<file path="src/rtl/tl_pkg.sv">
// Shared state encodings, lamp constants and timer-load helper for the
// two-road traffic light controller.
package tl_pkg;

  typedef enum logic [2:0] {
    NS_GREEN  = 3'd0,
    NS_YELLOW = 3'd1,
    ALLRED1   = 3'd2,
    EW_GREEN  = 3'd3,
    EW_YELLOW = 3'd4,
    ALLRED2   = 3'd5,
    WALK      = 3'd6
  } state_t;

  localparam logic [2:0] LAMP_R = 3'b100;
  localparam logic [2:0] LAMP_Y = 3'b010;
  localparam logic [2:0] LAMP_G = 3'b001;

  // A zero duration is treated as one tick; the result is clipped to the timer width.
  function automatic int load_val(input int t, input int cw);
    int tt;
    tt = (t < 1) ? 1 : t;
    tt = tt - 1;
    if (tt > (1 << cw) - 1) tt = (1 << cw) - 1;
    return tt;
  endfunction

endpackage

</file>
<file path="src/rtl/tick_sync.sv">
// Two-flop synchronizer plus rising-edge detector for the divided tick input.
// A level held high yields exactly one single-cycle pulse.
module tick_sync (
  input  logic clk_in,
  input  logic rst_n,
  input  logic async_in,
  output logic pulse_out
);

  logic s1, s2, s3;

  always_ff @(posedge clk_in or negedge rst_n) begin
    if (!rst_n) begin
      s1 <= 1'b0;
      s2 <= 1'b0;
      s3 <= 1'b0;
    end else begin
      s1 <= async_in;
      s2 <= s1;
      s3 <= s2;
    end
  end

  assign pulse_out = s2 & ~s3;

endmodule

</file>
<file path="src/rtl/traffic_light_fsm.sv">
// Two-road traffic light controller with a pedestrian walk phase.
//   state     | meaning
//   NS_GREEN  | north-south green, east-west red
//   NS_YELLOW | north-south yellow, east-west red
//   ALLRED1   | clearance before east-west green
//   EW_GREEN  | east-west green, north-south red
//   EW_YELLOW | east-west yellow, north-south red
//   ALLRED2   | clearance; exits to WALK when a request is pending
//   WALK      | all red, pedestrian walk lamp on
module traffic_light_fsm
  import tl_pkg::*;
#(
  parameter int GREEN_T  = 5,
  parameter int YELLOW_T = 2,
  parameter int ALLRED_T = 1,
  parameter int WALK_T   = 4,
  parameter int CW       = 4
) (
  input  logic       clk_in,
  input  logic       rst_n,
  input  logic       tick_in,
  input  logic       ped_req,
  output logic [2:0] ns_light,
  output logic [2:0] ew_light,
  output logic       walk,
  output logic       ped_ack,
  output logic [2:0] state_o
);

  localparam logic [CW-1:0] LD_GREEN  = CW'(load_val(GREEN_T, CW));
  localparam logic [CW-1:0] LD_YELLOW = CW'(load_val(YELLOW_T, CW));
  localparam logic [CW-1:0] LD_ALLRED = CW'(load_val(ALLRED_T, CW));
  localparam logic [CW-1:0] LD_WALK   = CW'(load_val(WALK_T, CW));

  state_t        state_q, state_n;
  logic [CW-1:0] timer_q, timer_n;
  logic          pending_q, pending_n;
  logic          ack_n;
  logic          tick;

  tick_sync u_tick_sync (
    .clk_in    (clk_in),
    .rst_n     (rst_n),
    .async_in  (tick_in),
    .pulse_out (tick)
  );

  function automatic logic [CW-1:0] load_for(input state_t s);
    case (s)
      NS_GREEN, EW_GREEN:   return LD_GREEN;
      NS_YELLOW, EW_YELLOW: return LD_YELLOW;
      ALLRED1, ALLRED2:     return LD_ALLRED;
      WALK:                 return LD_WALK;
      default:              return LD_GREEN;
    endcase
  endfunction

  always_ff @(posedge clk_in or negedge rst_n) begin
    if (!rst_n) begin
      state_q   <= NS_GREEN;
      timer_q   <= LD_GREEN;
      pending_q <= 1'b0;
      ped_ack   <= 1'b0;
    end else begin
      state_q   <= state_n;
      timer_q   <= timer_n;
      pending_q <= pending_n;
      ped_ack   <= ack_n;
    end
  end

  always_comb begin
    state_n   = state_q;
    timer_n   = timer_q;
    pending_n = pending_q;
    ack_n     = 1'b0;
    if (ped_req && !pending_q && state_q != WALK) begin
      pending_n = 1'b1;
      ack_n     = 1'b1;
    end
    if (tick) begin
      if (timer_q != '0) begin
        timer_n = timer_q - 1'b1;
      end else begin
        case (state_q)
          NS_GREEN:  state_n = NS_YELLOW;
          NS_YELLOW: state_n = ALLRED1;
          ALLRED1:   state_n = EW_GREEN;
          EW_GREEN:  state_n = EW_YELLOW;
          EW_YELLOW: state_n = ALLRED2;
          // Registered pending only: a same-edge request waits a full cycle.
          ALLRED2:   state_n = pending_q ? WALK : NS_GREEN;
          WALK: begin
            state_n   = NS_GREEN;
            pending_n = 1'b0;
          end
          default:   state_n = NS_GREEN;
        endcase
        timer_n = load_for(state_n);
      end
    end
  end

  always_comb begin
    ns_light = LAMP_R;
    ew_light = LAMP_R;
    walk     = 1'b0;
    case (state_q)
      NS_GREEN:  ns_light = LAMP_G;
      NS_YELLOW: ns_light = LAMP_Y;
      EW_GREEN:  ew_light = LAMP_G;
      EW_YELLOW: ew_light = LAMP_Y;
      WALK:      walk     = 1'b1;
      default: begin
        ns_light = LAMP_R;
        ew_light = LAMP_R;
      end
    endcase
  end

  assign state_o = state_q;

endmodule

</file>
<file path="config.mk">
export PLATFORM = sky130hd
export DESIGN_NAME = traffic_light_fsm
export DESIGN_NICKNAME = d
export VERILOG_FILES = /design/src/rtl/tl_pkg.sv /design/src/rtl/tick_sync.sv /design/src/rtl/traffic_light_fsm.sv
export SDC_FILE = /design/constraint.sdc
export NUM_CORES = 1
export LEC_CHECK = 0
export ABC_AREA = 1
export CAP_MARGIN = 40
export CORE_MARGIN = 5
export CORE_UTILIZATION = 40
export DETAILED_ROUTE_END_ITERATION = 7
export PLACE_DENSITY_LB_ADDON = 0.12
export SYNTH_ARGS = -nofsm -noshare
export SYNTH_HDL_FRONTEND = slang
export SYNTH_SLANG_ARGS = --single-unit
</file>
<file path="constraint.sdc">
create_clock -name clk_in -period 1.7 [get_ports clk_in]
set_clock_uncertainty 0.05 [all_clocks]
set_input_delay 0.34 -clock clk_in [delete_from_list [all_inputs] [get_ports clk_in]]
set_output_delay 0.34 -clock clk_in [all_outputs]
set_load 0.01 [all_outputs]
</file>
==> run_summary.xml <==
<?xml version="1.0" encoding="UTF-8"?>
<metrics>
  <group name="yosys">
    <metric name="netlist_area" unit="µm²">683</metric>
    <metric name="ys_seq_elements" unit="">12</metric>
    <metric name="main_combinational_cell_family_by_area_after_synthesis" unit="">simple AND/OR/NAND/NOR gates</metric>
    <metric name="synth_area_leaders" unit="">sky130_fd_sc_hd__dfrtp_1, sky130_fd_sc_hd__nand2_1, sky130_fd_sc_hd__inv_1, sky130_fd_sc_hd__nor2_1, sky130_fd_sc_hd__nor2_4</metric>
    <metric name="avgSynthCellArea" unit="µm²">7.59</metric>
    <metric name="synth-edff-count" unit="">0</metric>
    <metric name="postSynthNetCount" unit="">95</metric>
    <metric name="synthXorXnorAreaFrac" unit="%">0</metric>
    <metric name="seq_area_frac_synth" unit="%">44.1</metric>
    <metric name="postSynthCellCount" unit="">90</metric>
    <metric name="synth_warnings" unit="">0</metric>
    <metric name="dominant_synthesized_flop_cell" unit="">sky130_fd_sc_hd__dfrtp_1</metric>
    <metric name="synth_top_area_share" unit="%">40.3</metric>
    <metric name="synthAdderAreaFrac" unit="%">1.83</metric>
    <metric name="ys_async_sr_fraction" unit="%">100</metric>
    <metric name="synthMostInstantiatedCell" unit="">sky130_fd_sc_hd__nand2_1</metric>
    <metric name="post_synth_mux_area_share" unit="%">0</metric>
    <metric name="complex_gate_fraction_of_the_synthesized_area" unit="%">7.33</metric>
    <metric name="post_synth_num_cell_types" unit="">18</metric>
    <metric name="synthTopCellsByCount" unit="">sky130_fd_sc_hd__nand2_1, sky130_fd_sc_hd__dfrtp_1, sky130_fd_sc_hd__inv_1</metric>
    <metric name="synth-simple-area-share" unit="%">34.6</metric>
    <metric name="synth_top_area_cell" unit="">sky130_fd_sc_hd__dfrtp_1</metric>
  </group>
  <group name="setup_path">
    <metric name="critical_path_start_end_classification" unit="">reg -&gt; out</metric>
    <metric name="crit_path_end_kind" unit="">output pin</metric>
    <metric name="critPathArrivalTime" unit="ps">1280</metric>
    <metric name="cp_startpoint_kind" unit="">flip-flop</metric>
    <metric name="cp.required" unit="ps">1310</metric>
    <metric name="critical-path-top-delay-family" unit="">flip-flops</metric>
    <metric name="slowest_delay" unit="ps">420</metric>
    <metric name="cp_slowest_cell" unit="">sky130_fd_sc_hd__dfrtp_1</metric>
    <metric name="cp_max_fo" unit="">6</metric>
    <metric name="critical_path_buf_inv_count" unit="">3</metric>
    <metric name="crit_chain" unit="">buf_6 -&gt; nor2_4 -&gt; nand2_2 -&gt; nand2_2 -&gt; inv_2 -&gt; buf_6</metric>
  </group>
  <group name="power">
    <metric name="p_total" unit="W">0.00176</metric>
    <metric name="power_density" unit="nW/µm²">1810</metric>
    <metric name="ir_drop" unit="mV">0.920</metric>
    <metric name="total_leakage_power" unit="nW">0.526</metric>
  </group>
  <group name="floorplan">
    <metric name="floorplan.initialDensity" unit="%">40.9</metric>
    <metric name="floorplan.io_pins" unit="">15</metric>
    <metric name="fp.dieArea" unit="µm²">2630</metric>
    <metric name="fp.coreArea" unit="µm²">1670</metric>
    <metric name="die_height" unit="µm">51.3</metric>
    <metric name="dieWidth" unit="µm">51.3</metric>
    <metric name="standard_cell_row_count" unit="">15</metric>
  </group>
  <group name="timing">
    <metric name="worstMarginPinSlew" unit="ps">526</metric>
    <metric name="report.final.slew_viol_count" unit="">0</metric>
    <metric name="final_period_demand_of_the_worst_path" unit="ps">1670</metric>
    <metric name="total_count_of_hold_check_failures_in_the_final_report" unit="">0</metric>
    <metric name="min_hold_slack" unit="ps">322</metric>
    <metric name="maxSlewHeadroom" unit="%">64.8</metric>
    <metric name="setup_viol" unit="">0</metric>
    <metric name="finalCritPeriodShare" unit="%">97.9</metric>
    <metric name="grt_setup_unrepaired" unit="">yes</metric>
    <metric name="max_freq" unit="MHz">601</metric>
    <metric name="fin_tns_setup" unit="ps">0</metric>
  </group>
  <group name="global_route">
    <metric name="first_global_vias" unit="">629</metric>
    <metric name="initial_antenna_violation_count" unit="">0</metric>
    <metric name="gr-usage-all-layers" unit="%">13.9</metric>
    <metric name="overflow" unit="">0</metric>
    <metric name="grt_max_degree" unit="">13</metric>
    <metric name="grt_pass1_wl" unit="µm">2680</metric>
  </group>
  <group name="cells_and_area">
    <metric name="post_route_cells_drive_above_1_share" unit="%">39.7</metric>
    <metric name="diodes" unit="">0</metric>
    <metric name="finalNetCount" unit="">127</metric>
    <metric name="design_area" unit="µm²">975</metric>
    <metric name="areaGrowthSynthToFinish" unit="%">42.7</metric>
  </group>
  <group name="clocking">
    <metric name="cts_sinks" unit="">12</metric>
    <metric name="postCtsHoldBufs" unit="">0</metric>
    <metric name="tritoncts.num_buffers" unit="">3</metric>
    <metric name="cts.path.max_buffers" unit="">2</metric>
    <metric name="clk_transition_reported_paths" unit="ps">80</metric>
    <metric name="cts_root_buffer_type" unit="">sky130_fd_sc_hd__clkbuf_4</metric>
    <metric name="h_tree_depth" unit="">1</metric>
    <metric name="worstSkewPairLatency" unit="ps">270</metric>
    <metric name="cts_tree" unit="">yes</metric>
  </group>
  <group name="route">
    <metric name="final_antenna_net_count" unit="">0</metric>
    <metric name="drt-pass1-iter-count" unit="">4</metric>
    <metric name="routed_wire_length_per_instance" unit="µm">11.6</metric>
    <metric name="detail_route.vias_per_cell" unit="">4.73</metric>
    <metric name="routed_wirelength" unit="µm">1600</metric>
    <metric name="drt-initial-drc-count" unit="">19</metric>
    <metric name="drc" unit="">0</metric>
    <metric name="dr_total_vias" unit="">653</metric>
  </group>
  <group name="status">
    <metric name="status" unit="">completed</metric>
  </group>
  <group name="place">
    <metric name="finalWeightedCongestion" unit="">0.814</metric>
    <metric name="hpwl_reported_at_the_end_of_detailed_placement" unit="µm">1130</metric>
    <metric name="buffer_ports.inserted" unit="">14</metric>
    <metric name="place_area" unit="µm²">882</metric>
  </group>
  <group name="job">
    <metric name="max-cap-violations" unit="">0</metric>
  </group>
  <group name="worst_hold_path">
    <metric name="hp-class" unit="">reg -&gt; reg</metric>
  </group>
</metrics>
[per-stage QoR]
| stage | worst slack [ps] | std cells | utilization (%) |
|---|---|---|---|
| floorplan | 440 | 90 | - |
| global placement | -33.7 | 127 | 52.8 |
| detailed placement | -44.0 | 127 | 52.8 |
| CTS | -106 | 134 | 55.6 |
| global route | -50.4 | 138 | 58.4 |
| finish | 35.0 | 138 | 58.4 |
[routing by layer]
layer  up-vias  global-route usage [%]  share of wire [%]
met5         -                       0                  0
met4         0                    9.17                1.1
met3         2                    1.75                2.8
met2        14                    22.1                 53
met1       304                    17.5                 43
li1        333                       -                  -
[cells in the final DEF (no fill, tap or decap), drive strengths merged]
master	instances
a21oi	3
buf	19
clkbuf	7
clkdlybuf4s50	6
dfrtp	11
dfstp	1
dlygate4sd2	1
ha	1
inv	16
nand2	32
nand3	4
nor2	13
nor3	1
o21ai	4
o21bai	1
o31ai	1
[layout make-up]
type | count | area, µm²
well taps | 17 | 21.3
clock buffers | 4 | 36.3
repair buffers | 29 | 230
inverters | 16 | 62.6
flip-flops and latches | 12 | 304
fillers | 157 | 696
multi-input cells | 60 | 320
[what timing repair did]
item,CTS,global route
pin swaps,0,4
buffers inserted,3,4
hold endpoints to repair,0,0
endpoints found under the setup margin,9,7
resized for setup,25,14
[kinds of logic (layout without fill, tap and decap cells)]
logic type	count (synthesis)	after routing
adders and majority gates	1	1
AOI/OAI and AO/OA	9	9
and+or+nand+nor	50	50
DFF	12	12
buffers and inverters	18	49
[power breakdown]
part           switching, W  internal (W)  total (W)
registers         0.0000867      0.000379   0.000466
logic              0.000558      0.000516    0.00107
clock network     0.0000933      0.000130   0.000223
total              0.000738       0.00102    0.00176
[sequential cells by signal, summed over array words and instances, names as in the netlist]
| name | flops |
|---|---|
| timer_q | 4 |
| state_o | 3 |
| ped_ack | 1 |
| pending_q | 1 |
| u_tick_sync.s1 | 1 |
| u_tick_sync.s2 | 1 |
| u_tick_sync.s3 | 1 |
[worst paths after layout]
kind                           startpoint             end  slack [ps]  depth (start not counted)
max                            state_o[0]     ew_light[2]          30                          6
min                        u_tick_sync.s1  u_tick_sync.s2         320                          0
max reg2reg                    state_o[1]      state_o[2]         250                          8
min reg2reg                u_tick_sync.s1  u_tick_sync.s2         320                          0
max in group asynchronous           rst_n      state_o[2]         860                          1
min in group asynchronous           rst_n       pending_q         360                          1
(Power assumes the default switching activity.)
